===== src/rtl/tim_update_ctrl_if.sv =====
// Register port between the peripheral bus and the timer update controller.
interface tim_update_ctrl_if #(parameter int CNT_W = 16);
  logic             wr_en;
  logic [2:0]       addr;
  logic [CNT_W-1:0] wdata;
  logic [CNT_W-1:0] rdata;

  modport master (output wr_en, addr, wdata, input rdata);
  modport slave  (input wr_en, addr, wdata, output rdata);
endinterface


===== src/rtl/tim_update_ctrl.sv =====
// Basic timer control: preload/shadow registers, up-counter, update events, irq.
// Optional update DMA request enabled by defining TIM_UPDATE_DMA_EN.
module tim_update_ctrl #(
  parameter int CNT_W = 16
) (
  input  logic                clk,
  input  logic                rst,
  tim_update_ctrl_if.slave    bus,
  input  logic                psc_tick,
  output logic [CNT_W-1:0]    psc_shadow,
  output logic                psc_rst,
  output logic                cnt_en,
  output logic                irq
`ifdef TIM_UPDATE_DMA_EN
  ,
  output logic                dma_req,
  input  logic                dma_ack
`endif
);

  logic             cen, udis, urs, opm, arpe, uie, uif;
  logic [CNT_W-1:0] cnt, psc, arr, arr_shadow, arr_act;
  logic             wr_cr1, wr_dier, wr_sr, wr_cnt, wr_psc, wr_arr, ug;
  logic             tick, ovf, uev_ovf, uev, set_uif, opm_clr;
`ifdef TIM_UPDATE_DMA_EN
  logic             ude;
`endif

  assign wr_cr1  = bus.wr_en && (bus.addr == 3'd0);
  assign wr_dier = bus.wr_en && (bus.addr == 3'd1);
  assign wr_sr   = bus.wr_en && (bus.addr == 3'd2);
  assign ug      = bus.wr_en && (bus.addr == 3'd3) && bus.wdata[0];
  assign wr_cnt  = bus.wr_en && (bus.addr == 3'd4);
  assign wr_psc  = bus.wr_en && (bus.addr == 3'd5);
  assign wr_arr  = bus.wr_en && (bus.addr == 3'd6);

  assign arr_act = arpe ? arr_shadow : arr;
  assign tick    = psc_tick && cen;
  assign ovf     = tick && (cnt >= arr_act);
  assign uev_ovf = ovf && !udis;

  // A UG write absorbs a coincident overflow: one UEV, UG flag rules, no OPM stop.
  assign uev     = ug ? !udis : uev_ovf;
  assign set_uif = ug ? (!udis && !urs) : uev_ovf;
  assign opm_clr = !ug && uev_ovf && opm;

  always_ff @(posedge clk or posedge rst) begin
    if (rst) begin
      cen        <= 1'b0;
      udis       <= 1'b0;
      urs        <= 1'b0;
      opm        <= 1'b0;
      arpe       <= 1'b0;
      uie        <= 1'b0;
      uif        <= 1'b0;
      cnt        <= '0;
      psc        <= '0;
      arr        <= '1;
      psc_shadow <= '0;
      arr_shadow <= '1;
      psc_rst    <= 1'b0;
    end else begin
      if (wr_cr1) begin
        cen  <= bus.wdata[0];
        udis <= bus.wdata[1];
        urs  <= bus.wdata[2];
        opm  <= bus.wdata[3];
        arpe <= bus.wdata[7];
      end
      if (opm_clr) cen <= 1'b0;

      if (wr_dier) uie <= bus.wdata[0];

      if (set_uif)                    uif <= 1'b1;
      else if (wr_sr && !bus.wdata[0]) uif <= 1'b0;

      if (ug)          cnt <= '0;
      else if (wr_cnt) cnt <= bus.wdata;
      else if (ovf)    cnt <= '0;
      else if (tick)   cnt <= cnt + 1'b1;

      // Shadows latch the preload as it stood before any same-edge write.
      if (uev) begin
        psc_shadow <= psc;
        arr_shadow <= arr;
      end
      if (wr_psc) psc <= bus.wdata;
      if (wr_arr) arr <= bus.wdata;

      psc_rst <= ug;
    end
  end

`ifdef TIM_UPDATE_DMA_EN
  always_ff @(posedge clk or posedge rst) begin
    if (rst) begin
      ude     <= 1'b0;
      dma_req <= 1'b0;
    end else begin
      if (wr_dier) ude <= bus.wdata[8];
      if (uev && ude)   dma_req <= 1'b1;
      else if (dma_ack) dma_req <= 1'b0;
    end
  end
`endif

  always_comb begin
    bus.rdata = '0;
    case (bus.addr)
      3'd0: bus.rdata[7:0] = {arpe, 3'b000, opm, urs, udis, cen};
      3'd1: begin
        bus.rdata[0] = uie;
`ifdef TIM_UPDATE_DMA_EN
        bus.rdata[8] = ude;
`endif
      end
      3'd2: bus.rdata[0] = uif;
      3'd4: bus.rdata = cnt;
      3'd5: bus.rdata = psc;
      3'd6: bus.rdata = arr;
      default: bus.rdata = '0;
    endcase
  end

  assign cnt_en = cen;
  assign irq    = uif && uie;

endmodule


===== src/flat_wrapper.sv =====
// flat-port wrapper written by rule: the top's interface ports become plain ports
module tim_update_ctrl_flat 
#(
  parameter int CNT_W = 16
)
  (clk, rst, psc_tick, psc_shadow, psc_rst, cnt_en, irq, bus_wr_en, bus_addr, bus_wdata, bus_rdata);
  tim_update_ctrl_if #(.CNT_W(CNT_W)) bus_i ();
  input  logic clk;
  input  logic rst;
  input  logic psc_tick;
  output logic [CNT_W-1:0] psc_shadow;
  output logic psc_rst;
  output logic cnt_en;
  output logic irq;
  input wire logic [$bits(bus_i.wr_en)-1:0] bus_wr_en;
  input wire logic [$bits(bus_i.addr)-1:0] bus_addr;
  input wire logic [$bits(bus_i.wdata)-1:0] bus_wdata;
  output wire logic [$bits(bus_i.rdata)-1:0] bus_rdata;
  assign bus_i.wr_en = bus_wr_en;
  assign bus_i.addr = bus_addr;
  assign bus_i.wdata = bus_wdata;
  assign bus_rdata = bus_i.rdata;
  tim_update_ctrl #(.CNT_W(CNT_W)) u_core (.clk(clk), .rst(rst), .bus(bus_i), .psc_tick(psc_tick), .psc_shadow(psc_shadow), .psc_rst(psc_rst), .cnt_en(cnt_en), .irq(irq));
endmodule

===== config.mk =====
export PLATFORM = sky130hd
export DESIGN_NAME = tim_update_ctrl_flat
export DESIGN_NICKNAME = d
export VERILOG_FILES = /design/src/rtl/tim_update_ctrl_if.sv /design/src/rtl/tim_update_ctrl.sv /design/src/flat_wrapper.sv
export SDC_FILE = /design/constraint.sdc
export NUM_CORES = 1
export LEC_CHECK = 0
export CELL_PAD_IN_SITES_DETAIL_PLACEMENT = 0
export CELL_PAD_IN_SITES_GLOBAL_PLACEMENT = 1
export CORE_UTILIZATION = 30
export CTS_CLUSTER_SIZE = 8
export DETAILED_ROUTE_END_ITERATION = 6
export GPL_ROUTABILITY_DRIVEN = 0
export PLACE_DENSITY = 0.58
export SYNTH_ARGS = -nofsm -noshare
export SYNTH_HDL_FRONTEND = slang
export SYNTH_SLANG_ARGS = --single-unit

===== constraint.sdc =====
create_clock -name clk -period 4.3 [get_ports clk]
set_input_delay 0.645 -clock clk [delete_from_list [all_inputs] [get_ports clk]]
set_output_delay 0.645 -clock clk [all_outputs]
set_load 0.005 [all_outputs]

==> results.tsv <==
stage	metric	value	unit
cells_and_area	finalNetCount	515	
drt	drcViolationCount	0	
cells_and_area	n_antenna_cell	0	
drt	avgRoutedWirePerCell	18.94	µm
timing	layout_min_cycle_time	3369	ps
clock_network	cts.sinks	88	
drt	wl_met3	542	µm
drt	routed_wirelength	13180	µm
worst_setup_path	criticalPathCategory	input pin to output port	
floorplan	num_rows	46	
synth	synth_cells	414	
floorplan	die_w	129.9	µm
worst_setup_path	crit_end	bus_rdata[1]	
worst_setup_path	crit_start	bus_addr[0]	
cells_and_area	drive_above_1_share	0.3000	
drt	vias_per_cell	5.016	
worst_setup_path	cp-start-kind	input pin	
timing	finalSetupViolCount	0	
worst_setup_path	critPathTopFamily	buffers and inverters	
drt	drt-met1-wl	6716	µm
global_routing	track_usage	0.1668	
clock_network	post_cts_buffers	0	
clock_network	root_buffer	clkbuf_16	
clock_network	cts.repair.resized	0	
place	dp_hpwl	9456	µm
power_and_ir_drop	leakagePower	2.515	nW
worst_setup_path	r2r_start	u_core.arpe	
drt	dr_total_vias	3491	
worst_setup_path	worstPathCellList	clkdlybuf4s50_1 -> buf_4 -> mux2_2 -> a22oi_1 -> o21ai_0 -> clkdlybuf4s50_1	
hold_path	hp-class	flip-flop to flip-flop	
cells_and_area	fill_cells	1584	
worst_setup_path	required	3650	ps
timing	rsz0062_at_grt	false	
worst_setup_path	cp_max_fo	12	
synth	yosysSeqAreaShare	0.4568	
floorplan	dieArea	16880	µm²
clock_network	cts_tree	done	
global_routing	grt_max_degree	46	
clock_network	clkTransAtPathRegs	70	ps
synth	ys_seq_elements	88	
drt	ant_nets	0	
flow_run	drv_cap	0	
clock_network	numCtsBuffers	9	
drt	route.top_layer_used	met4	
worst_setup_path	critical_path_buf_inv_count	3	
timing	fin_tns_setup	0	ps
worst_setup_path	worstSetupPathDepth	6	
timing	postLayoutSetupSlackWorst	930.5	ps
synth	synth_area_per_cell	11.86	µm²
cells_and_area	area_growth	22.51	%
synth	synth_area	4908	µm²
worst_setup_path	slowest_delay	750	ps
worst_setup_path	regToRegSetupSlack	930	ps
synth	synth_cell_types	45	
synth	synth_fp_nets	454	
worst_setup_path	path_common_cell	clkdlybuf4s50_1	
worst_setup_path	worstPathArrival	2720	ps
timing	fin_crit_sh	0.7836	
clock_network	h-tree-depth	3	
clock_network	clock_latency	350	ps
status	outcome	finished, final reports clean	
floorplan	num_io_pins	58	
drt	wl_met2	5742	µm
global_routing	grt_pass1_wl	20840	µm
timing	max_slew_margin	0.4740	
clock_network	clk_path_buf_depth	2	
worst_setup_path	crit_path_end_kind	output port	
global_routing	overflow	0	
drt	dr.pass1.iters	5	
global_routing	antenna_found_initial	0	
place	io_buffers	57	
timing	hold_viol_final	0	
floorplan	chipHeight	129.9	µm
worst_setup_path	r2r_cells	10	
floorplan	core_area	15940	µm²
worst_setup_path	cp_slowest_cell	clkdlybuf4s50_1	
worst_setup_path	rr_endpoint	u_core.psc_shadow[15]	
global_routing	grt_pass1_vias	3637	
timing	fmax	0.2968	GHz
floorplan	initial_core_util	0.3079	
cells_and_area	multi_input_area	2500	µm²
drt	drt_iter0_markers	202	
timing	fin_skew	9.688	ps
synth	yosysWarnings	0	
place	post-place-ws	836.5	ps
clock_network	holdBufCountCts	0	
timing	final_max_slew_viol_count	0	
cells_and_area	seq_area	2242	µm²
power_and_ir_drop	peakVddDrop	0.2244	mV
timing	worstMarginPinSlew	782.9	ps
power_and_ir_drop	p_per_area	570.1	nW/µm²
-- registers in the layout (all words and copies together), names as in the netlist, 16 cells and up --
| name | flops |
|---|---|
| u_core.arr | 16 |
| u_core.arr_shadow | 16 |
| u_core.cnt | 16 |
| u_core.psc | 16 |
| u_core.psc_shadow | 16 |
-- report_power, final --
group	leakage (nW)	internal (W)	total [W]	switching [W]
clock	0.132	0.000405	0.000729	0.000324
sequential	1.04	0.00119	0.00148	0.000283
combinational	1.34	0.000744	0.00122	0.000479
-- worst min-delay path by stage --
stage	start	endpoint	slack [ps]	cells after the start
floorplan	u_core.udis	u_core.uif	460	1
global placement	u_core.psc_shadow[1]	u_core.psc_shadow[1]	500	1
detailed placement	u_core.psc_shadow[4]	u_core.psc_shadow[4]	490	1
CTS	u_core.psc_shadow[11]	u_core.psc_shadow[11]	520	1
global route	u_core.psc_shadow[12]	u_core.psc_shadow[12]	530	1
finish	u_core.psc_shadow[0]	u_core.psc_shadow[0]	510	1
-- stage by stage --
step                      total power (W)  hold WS [ps]  cell area (µm²)  cells    util
after floorplan                  0.002215         458.1             4908    414       -
after global placement           0.002696         498.1             5744    680  0.3603
after detailed placement         0.002713         490.8             5744    680  0.3603
after CTS                        0.003465         518.8             6013    696  0.3772
after global routing             0.003647         530.6             6013    696  0.3772
final                            0.003428         512.6             6013    696  0.3772
-- cells by family (layout without fill, tap and decap cells) --
family / count (synthesis) / count (layout) / share of synthesized area
buffers and inverters: 28 / 94 / 0.03416
muxes: 102 / 102 / 0.2493
xor gates and xnor gates: 3 / 3 / 0.005354
and+or+nand+nor: 105 / 105 / 0.1167
AOI/OAI and AO/OA: 71 / 71 / 0.09432
DFF: 88 / 88 / 0.4568
adders and majority gates: 17 / 17 / 0.04333
-- layout make-up --
cell class                      count  area share
Clock buffer                       12     0.04099
Multi-Input combinational cell    298      0.4157
Inverter                            6    0.003953
Tap cell                          216     0.04494
Clock inverter                      4    0.003745
Timing Repair Buffer               72      0.1178
Sequential cell                    88      0.3729
-- per-layer routing --
layer / global-route usage / up-vias
met5: 0 / -
met4: 0.05677 / 0
met3: 0.02788 / 12
met2: 0.2485 / 74
met1: 0.2435 / 1752
li1: - / 1653
-- cell usage after synthesis, drive strengths merged --
cell type | number | area (µm²)
a2111o | 1 | 11.26
a211o | 2 | 17.52
a21o | 2 | 15.01
a21oi | 8 | 40.04
a221o | 7 | 70.07
a22oi | 10 | 75.07
a311oi | 2 | 17.52
a31oi | 2 | 18.77
a41oi | 1 | 8.760
and2 | 16 | 100.1
and2b | 1 | 8.760
and3 | 4 | 25.02
buf | 11 | 103.9
clkbuf | 11 | 41.29
dfrtp | 56 | 1401
dfstp | 32 | 840.8
ha | 17 | 212.7
inv | 6 | 22.52
mux2 | 72 | 923.4
mux2i | 30 | 300.3
nand2 | 22 | 82.58
nand2b | 4 | 40.04
nand3 | 15 | 75.07
nand4 | 8 | 50.05
nand4b | 1 | 8.760
nor2 | 11 | 41.29
nor2b | 2 | 12.51
nor3 | 10 | 55.05
nor3b | 2 | 15.01
nor4 | 3 | 18.77
o21ai | 31 | 155.2
o22ai | 3 | 18.77
o31ai | 2 | 15.01
or2 | 4 | 27.53
or3 | 2 | 12.51
xnor2 | 1 | 8.760
xor2 | 2 | 17.52
-- cells in the final DEF (no fill, tap or decap), drive strengths merged, types with 10 or more instances in the layout --
cell,n
a22oi,10
and2,16
buf,15
clkbuf,12
clkdlybuf4s50,57
dfrtp,56
dfstp,32
ha,17
mux2,72
mux2i,30
nand2,22
nand3,15
nor2,11
nor3,10
o21ai,31
(Power assumes the default switching activity.)
